--- src/rtl/vga_pkg.sv ---
`default_nettype none
// ---------------------------------------------------------------------------
// vga_pkg : shared VGA timing defaults, config field codes, colours, platform record
// Revision 1.0
// ---------------------------------------------------------------------------
package vga_pkg;

   localparam int H_ACTIVE_DEF = 640;
   localparam int H_FP_DEF     = 16;
   localparam int H_SYNC_DEF   = 96;
   localparam int H_BP_DEF     = 48;
   localparam int V_ACTIVE_DEF = 480;
   localparam int V_FP_DEF     = 10;
   localparam int V_SYNC_DEF   = 2;
   localparam int V_BP_DEF     = 33;

   // Platform fields are stored at a fixed width so the record type is
   // independent of the COORD_W chosen by each instance (COORD_W <= PLAT_W).
   localparam int PLAT_W = 16;

   localparam logic [2:0] BG_COLOR_DEF   = 3'b011;
   localparam logic [2:0] PLAT_COLOR_DEF = 3'b100;

   typedef enum logic [1:0] {
      FLD_PSTART = 2'd0,
      FLD_PEND   = 2'd1,
      FLD_HSTART = 2'd2,
      FLD_HEND   = 2'd3
   } cfg_field_e;

   typedef struct packed {
      logic [PLAT_W-1:0] pstart;
      logic [PLAT_W-1:0] pend;
      logic [PLAT_W-1:0] hstart;
      logic [PLAT_W-1:0] hend;
   } plat_t;

   // Half-open interval test; an interval with lo >= hi is empty.
   function automatic logic in_span(input logic [PLAT_W-1:0] v,
                                    input logic [PLAT_W-1:0] lo,
                                    input logic [PLAT_W-1:0] hi);
      return (v >= lo) && (v < hi);
   endfunction

endpackage
`default_nettype wire

--- src/rtl/vga_timing.sv ---
`default_nettype none
// ---------------------------------------------------------------------------
// vga_timing : pixel/line counters with combinational sync, active and frame flags
// Revision 1.0
// ---------------------------------------------------------------------------
module vga_timing
   import vga_pkg::*;
#(
   parameter int H_ACTIVE = H_ACTIVE_DEF,
   parameter int H_FP     = H_FP_DEF,
   parameter int H_SYNC   = H_SYNC_DEF,
   parameter int H_BP     = H_BP_DEF,
   parameter int V_ACTIVE = V_ACTIVE_DEF,
   parameter int V_FP     = V_FP_DEF,
   parameter int V_SYNC   = V_SYNC_DEF,
   parameter int V_BP     = V_BP_DEF,
   parameter bit SYNC_POL = 1'b0,
   parameter int COORD_W  = 10
) (
   input  logic               clk,
   input  logic               reset,
   output logic [COORD_W-1:0] hcnt,
   output logic [COORD_W-1:0] vcnt,
   output logic               hsync,
   output logic               vsync,
   output logic               active,
   output logic               frame_first,
   output logic               frame_last
);

   localparam int H_TOTAL = H_ACTIVE + H_FP + H_SYNC + H_BP;
   localparam int V_TOTAL = V_ACTIVE + V_FP + V_SYNC + V_BP;

   localparam logic [COORD_W-1:0] H_LAST = COORD_W'(H_TOTAL - 1);
   localparam logic [COORD_W-1:0] V_LAST = COORD_W'(V_TOTAL - 1);
   localparam logic [COORD_W-1:0] H_VIS  = COORD_W'(H_ACTIVE);
   localparam logic [COORD_W-1:0] V_VIS  = COORD_W'(V_ACTIVE);
   localparam logic [COORD_W-1:0] HS_BEG = COORD_W'(H_ACTIVE + H_FP);
   localparam logic [COORD_W-1:0] HS_END = COORD_W'(H_ACTIVE + H_FP + H_SYNC);
   localparam logic [COORD_W-1:0] VS_BEG = COORD_W'(V_ACTIVE + V_FP);
   localparam logic [COORD_W-1:0] VS_END = COORD_W'(V_ACTIVE + V_FP + V_SYNC);

   always_ff @(posedge clk) begin
      if (reset) begin
         hcnt <= '0;
         vcnt <= '0;
      end else if (hcnt == H_LAST) begin
         hcnt <= '0;
         vcnt <= (vcnt == V_LAST) ? '0 : vcnt + 1'b1;
      end else begin
         hcnt <= hcnt + 1'b1;
      end
   end

   assign hsync       = ((hcnt >= HS_BEG) && (hcnt < HS_END)) ? SYNC_POL : ~SYNC_POL;
   assign vsync       = ((vcnt >= VS_BEG) && (vcnt < VS_END)) ? SYNC_POL : ~SYNC_POL;
   assign active      = (hcnt < H_VIS) && (vcnt < V_VIS);
   assign frame_first = (hcnt == '0) && (vcnt == '0);
   assign frame_last  = (hcnt == H_LAST) && (vcnt == V_LAST);

endmodule
`default_nettype wire

--- src/rtl/vga_scene_gen.sv ---
`default_nettype none
// ---------------------------------------------------------------------------
// vga_scene_gen : VGA timing plus platform/hole scene renderer, frame-synchronous config
// Revision 1.0
// ---------------------------------------------------------------------------
module vga_scene_gen
   import vga_pkg::*;
#(
   parameter int               H_ACTIVE   = H_ACTIVE_DEF,
   parameter int               H_FP       = H_FP_DEF,
   parameter int               H_SYNC     = H_SYNC_DEF,
   parameter int               H_BP       = H_BP_DEF,
   parameter int               V_ACTIVE   = V_ACTIVE_DEF,
   parameter int               V_FP       = V_FP_DEF,
   parameter int               V_SYNC     = V_SYNC_DEF,
   parameter int               V_BP       = V_BP_DEF,
   parameter bit               SYNC_POL   = 1'b0,
   parameter int               NUM_PLAT   = 4,
   parameter int               COORD_W    = 10,
   parameter int               RGB_W      = 3,
   parameter logic [RGB_W-1:0] BG_COLOR   = RGB_W'(BG_COLOR_DEF),
   parameter logic [RGB_W-1:0] PLAT_COLOR = RGB_W'(PLAT_COLOR_DEF)
) (
   input  logic               clk,
   input  logic               reset,
   input  logic               cfg_we,
   input  logic [2:0]         cfg_idx,
   input  logic [1:0]         cfg_field,
   input  logic [COORD_W-1:0] cfg_data,
   output logic               hsync,
   output logic               vsync,
   output logic [RGB_W-1:0]   rgb,
   output logic               active,
   output logic [COORD_W-1:0] pixel_x,
   output logic [COORD_W-1:0] pixel_y,
   output logic               frame_start
);

   logic [COORD_W-1:0]  hcnt;
   logic [COORD_W-1:0]  vcnt;
   logic                t_hsync;
   logic                t_vsync;
   logic                t_active;
   logic                t_first;
   logic                t_last;
   logic [NUM_PLAT-1:0] paint;

   vga_timing #(
      .H_ACTIVE (H_ACTIVE),
      .H_FP     (H_FP),
      .H_SYNC   (H_SYNC),
      .H_BP     (H_BP),
      .V_ACTIVE (V_ACTIVE),
      .V_FP     (V_FP),
      .V_SYNC   (V_SYNC),
      .V_BP     (V_BP),
      .SYNC_POL (SYNC_POL),
      .COORD_W  (COORD_W)
   ) u_timing (
      .clk         (clk),
      .reset       (reset),
      .hcnt        (hcnt),
      .vcnt        (vcnt),
      .hsync       (t_hsync),
      .vsync       (t_vsync),
      .active      (t_active),
      .frame_first (t_first),
      .frame_last  (t_last)
   );

   // Each platform owns a shadow bank (written any time) and a live bank
   // (copied on the last pixel of a frame) that alone feeds the renderer.
   for (genvar p = 0; p < NUM_PLAT; p++) begin : g_plat
      plat_t shadow;
      plat_t live;

      always_ff @(posedge clk) begin
         if (reset) begin
            shadow <= '0;
         end else if (cfg_we && (cfg_idx == 3'(p))) begin
            case (cfg_field_e'(cfg_field))
               FLD_PSTART: shadow.pstart <= PLAT_W'(cfg_data);
               FLD_PEND:   shadow.pend   <= PLAT_W'(cfg_data);
               FLD_HSTART: shadow.hstart <= PLAT_W'(cfg_data);
               FLD_HEND:   shadow.hend   <= PLAT_W'(cfg_data);
            endcase
         end
      end

      always_ff @(posedge clk) begin
         if (reset) begin
            live <= '0;
         end else if (t_last) begin
            live <= shadow;
         end
      end

      assign paint[p] = in_span(PLAT_W'(vcnt), live.pstart, live.pend) &&
                        !in_span(PLAT_W'(hcnt), live.hstart, live.hend);
   end

   logic [NUM_PLAT-1:0] s2_paint;
   logic [COORD_W-1:0]  s2_x;
   logic [COORD_W-1:0]  s2_y;
   logic                s2_hsync;
   logic                s2_vsync;
   logic                s2_active;
   logic                s2_first;

   always_ff @(posedge clk) begin
      if (reset) begin
         s2_paint  <= '0;
         s2_x      <= '0;
         s2_y      <= '0;
         s2_hsync  <= ~SYNC_POL;
         s2_vsync  <= ~SYNC_POL;
         s2_active <= 1'b0;
         s2_first  <= 1'b0;
      end else begin
         s2_paint  <= paint;
         s2_x      <= hcnt;
         s2_y      <= vcnt;
         s2_hsync  <= t_hsync;
         s2_vsync  <= t_vsync;
         s2_active <= t_active;
         s2_first  <= t_first;
      end
   end

   always_ff @(posedge clk) begin
      if (reset) begin
         rgb         <= '0;
         pixel_x     <= '0;
         pixel_y     <= '0;
         hsync       <= ~SYNC_POL;
         vsync       <= ~SYNC_POL;
         active      <= 1'b0;
         frame_start <= 1'b0;
      end else begin
         rgb         <= !s2_active ? '0 : ((|s2_paint) ? PLAT_COLOR : BG_COLOR);
         pixel_x     <= s2_x;
         pixel_y     <= s2_y;
         hsync       <= s2_hsync;
         vsync       <= s2_vsync;
         active      <= s2_active;
         frame_start <= s2_first;
      end
   end

endmodule
`default_nettype wire

--- config.mk ---
export PLATFORM = sky130hd
export DESIGN_NAME = vga_scene_gen
export DESIGN_NICKNAME = d
export VERILOG_FILES = /design/src/rtl/vga_pkg.sv /design/src/rtl/vga_timing.sv /design/src/rtl/vga_scene_gen.sv
export SDC_FILE = /design/constraint.sdc
export NUM_CORES = 1
export LEC_CHECK = 0
export CORE_MARGIN = 4
export CORE_UTILIZATION = 56
export CTS_CLUSTER_SIZE = 24
export DETAILED_ROUTE_END_ITERATION = 8
export GPL_TIMING_DRIVEN = 0
export PLACE_DENSITY = 0.73
export SYNTH_ARGS = -nofsm -noshare
export SYNTH_HDL_FRONTEND = slang
export SYNTH_SLANG_ARGS = --single-unit
--- constraint.sdc ---
create_clock -name clk -period 2.45 [get_ports clk]
set_clock_uncertainty 0.2 [all_clocks]
set_input_delay 0.49 -clock clk [delete_from_list [all_inputs] [get_ports clk]]
set_output_delay 0.49 -clock clk [all_outputs]
set_load 0.03 [all_outputs]
==> results.py <==
metrics = {
    "routing": {
        "wl_mm": 48.6,
        "drc_errors": 0,
        "drt_iter0_drc": 1228,
        "num_vias": 14425,
        "final_antenna_net_count": 0,
        "routed_via_density": 5.64,
        "drt_pass1_iterations": 6,
        "route.detailed.wl_per_inst_um": 19.0,
    },
    "finish": {
        "syn_to_final_growth_pct": 18.2,
        "final_layout_size_suffix_gt1_share_pct": 11.2,
        "final_util_pct": 67.2,
        "fillers": 2448,
        "fin_area_um2": 20600,
        "fin_nets": 2306,
        "diodes": 0,
    },
    "cts": {
        "ctsHtreeMaxLevel": 2,
        "clkSlewWorstSetupHoldPaths_ns": 0.06,
        "cts_root_buf": "clkbuf_16",
        "cts_buffer_depth": 3,
        "cts_buffers": 41,
        "cts_tree": "done",
        "cts.sinks": 394,
        "clock_latency_ns": 0.54,
        "hold_buffers": 0,
    },
    "timing": {
        "period_needed_ns": 2.51,
        "drv_slew": 0,
        "setup_viol": 57,
        "rsz0062_at_grt": "yes",
        "fmax_mhz": 398,
        "final.setup.tns_ns": -0.853,
        "holdWs_ns": 0.215,
        "slew_headroom_pct": 33.0,
        "finalHoldViolCount": 0,
        "setup_slack_ns": -0.0633,
        "tightest_slew_ns": 1.00,
        "fin_crit_sh_pct": 103,
    },
    "synth": {
        "syn_avg_cell_area_um2": 8.61,
        "synth_cells": 2026,
        "synthFlopType": "dfxtp_1",
        "synth_area_leaders": "dfxtp_1, ha_1, nand2_1",
        "synth-compound-area-share_pct": 10.4,
        "syn-num-nets": 2200,
        "yosys.area.top_type": "dfxtp_1",
        "synth_seq_cells": 394,
        "ys_types": 48,
        "synthesis.area_um2": 17400,
        "synth_top_family_by_area": "simple AND/OR/NAND/NOR gates",
        "synth_xor_area_share_pct": 0.653,
        "muxShareOfSynthArea_pct": 7.46,
        "synth_fa_ha_area_share_pct": 11.2,
        "synth-warning-count": 0,
        "yosys.area_share.simple_pct": 18.5,
        "async_flop_share_pct": 0,
        "yosysSeqAreaShare_pct": 45.2,
        "synth_edf_count": 0,
        "synth_top_area_share_pct": 45.2,
    },
    "global_route": {
        "grt_pass1_wl_mm": 73.9,
        "antenna_found_initial": 1,
        "grt_use_total_pct": 27.7,
        "first_global_vias": 13688,
        "grt_max_degree": 17,
        "global_route.overflow_total": 0,
    },
    "power": {
        "leakage_nw": 7.97,
        "finalPower_mw": 14.0,
        "powerDensity_nw_per_um2": 678,
        "irDropWorstVdd_mv": 0.674,
    },
    "hold_path": {
        "holdCritPathClass": "reg -> reg",
    },
    "critical_path": {
        "worst_ep_arrival_time_ns": 2.77,
        "worst-path-max-fanout": 10,
        "required_ns": 2.71,
        "cp-start-kind": "flip-flop",
        "end_kind": "flip-flop",
        "crit_type": "reg -> reg",
    },
    "floorplanning": {
        "ios": 45,
        "dieHeight_um": 185,
        "die-area_um2": 34000,
        "core_um2": 30700,
        "rows": 64,
        "die_x_um": 185,
        "start_util_pct": 56.9,
    },
    "placement": {
        "place.gp.congestion": 0.885,
        "io_buffers": 44,
        "dpl_cell_area_um2": 18400,
        "dpl.hpwl_mm": 31.4,
    },
    "run_status": {
        "status": "finished with violations",
        "violations": "setup timing",
    },
    "flow_run": {
        "drv_cap": 0,
    },
}
## sequential cells by signal, summed over array words and instances, names as in the netlist, 2 cells and up
register       flops
s2_y              10
pixel_x           10
rgb                2
u_timing.vcnt     10
s2_x              10
s2_paint           4
pixel_y           10
u_timing.hcnt     10
g_plat.live      160
g_plat.shadow    160
## worst max-delay path: stages (launching register included)
cell and delay [ns]:
dfxtp_4 0.37, clkinvlp_4 0.12, ha_1 0.14, or4b_4 0.48, nor3_4 0.26, and2_4 0.26
clkbuf_16 0.21, buf_8 0.14, nand2_1 0.06, a21oi_1 0.16
## metrics by stage
step           setup slack [ns]  std cells
2_1_floorplan             0.135       2026
3_3_place_gp              -1.01       2466
3_5_place_dp             -0.993       2466
4_1_cts                0.000257       2551
5_1_grt                 -0.0975       2559
6_report                -0.0633       2559
## synth_stat cells (3+ instances only)
library cell and n:
nand2_1 398, dfxtp_1 394, a21oi_1 227, nor2_1 170, ha_1 156, inv_1 152, mux2i_1 130, clkbuf_1 74
nand3_1 50, nor2b_1 46, o21ai_0 26, a211oi_1 23, nand4_1 18, buf_2 17, nand2b_1 17, buf_6 16
nor3_1 16, a41oi_1 11, xor2_1 10, a21oi_2 9, a31oi_1 7, and3_1 7, a211o_1 4, nor3b_1 4
a21o_1 3, a2bb2oi_1 3, nor4_1 3, o31ai_1 3, or2_2 3, or3_1 3, xnor2_1 3
## layer usage
metal | wire (µm) | global-route usage [%] | vias to the layer above
met4 | 2460 | 11.0 | 0
li1 | - | - | 6957
met2 | 22700 | 46.9 | 492
met3 | 3530 | 4.09 | 140
met5 | 0 | 0 | -
met1 | 20000 | 35.6 | 6836
## cells in the final DEF, fill, tap and decap left out, drive strengths merged, types with 4 or more instances in the layout
cell           instances
nand2                398
nand3                 50
mux2i                130
nand2b                17
a211o                  4
ha                   156
bufinv                 9
o21ai                 26
clkinv                 6
nand4                 18
nor3                  17
a21oi                236
nor2                 171
nor3b                  4
dfxtp                394
nor2b                 46
and3                   7
buf                   52
a211oi                23
inv                  151
a31oi                  7
clkinvlp               4
a41oi                 11
clkdlybuf4s50         44
xor2                  10
clkbuf               133
## cell type report
| type | instances | area, µm² | share of cell area (%) |
|---|---|---|---|
| multi-input cells | 1370 | 8660 | 42.0 |
| flip-flops and latches | 394 | 7940 | 38.5 |
| clock buffers | 56 | 1180 | 5.74 |
| repair buffers | 66 | 723 | 3.51 |
| plain buffers | 107 | 681 | 3.30 |
| inverters | 152 | 578 | 2.80 |
| well taps | 396 | 495 | 2.40 |
| clock inverters | 18 | 347 | 1.68 |
## where the power goes
group          leakage (nW)  internal (mW)  switching [mW]
Clock                 0.745           4.34            2.64
Combinational          4.04          0.161           0.378
Sequential             3.19           6.43          0.0300
## final timing paths
check	from	to	slack (ns)	cells past startpoint
worst max register to register	u_timing.vcnt[0]	g_plat[0].live[1]	-0.06	9
worst min register to register	s2_hsync	hsync	0.21	1
worst max-delay path	u_timing.vcnt[0]	g_plat[0].live[1]	-0.06	9
worst min-delay path	s2_hsync	hsync	0.21	1
## logic make-up after synthesis
group	count (synthesis)
AND/OR/NAND/NOR	748
flip-flops	394
AO/OA/AOI/OAI	323
buffers and inverters	262
adder cells (fa/ha/maj)	156
multiplexers	130
XOR/XNOR	13
## timing repair
action,4_1_cts,5_1_grt
gates cloned,0,6
endpoints found under the setup margin,280,181
pin swaps,2,7
setup buffers,13,3
resized for setup,54,101
No activity file was read; power rests on OpenSTA's default activity.
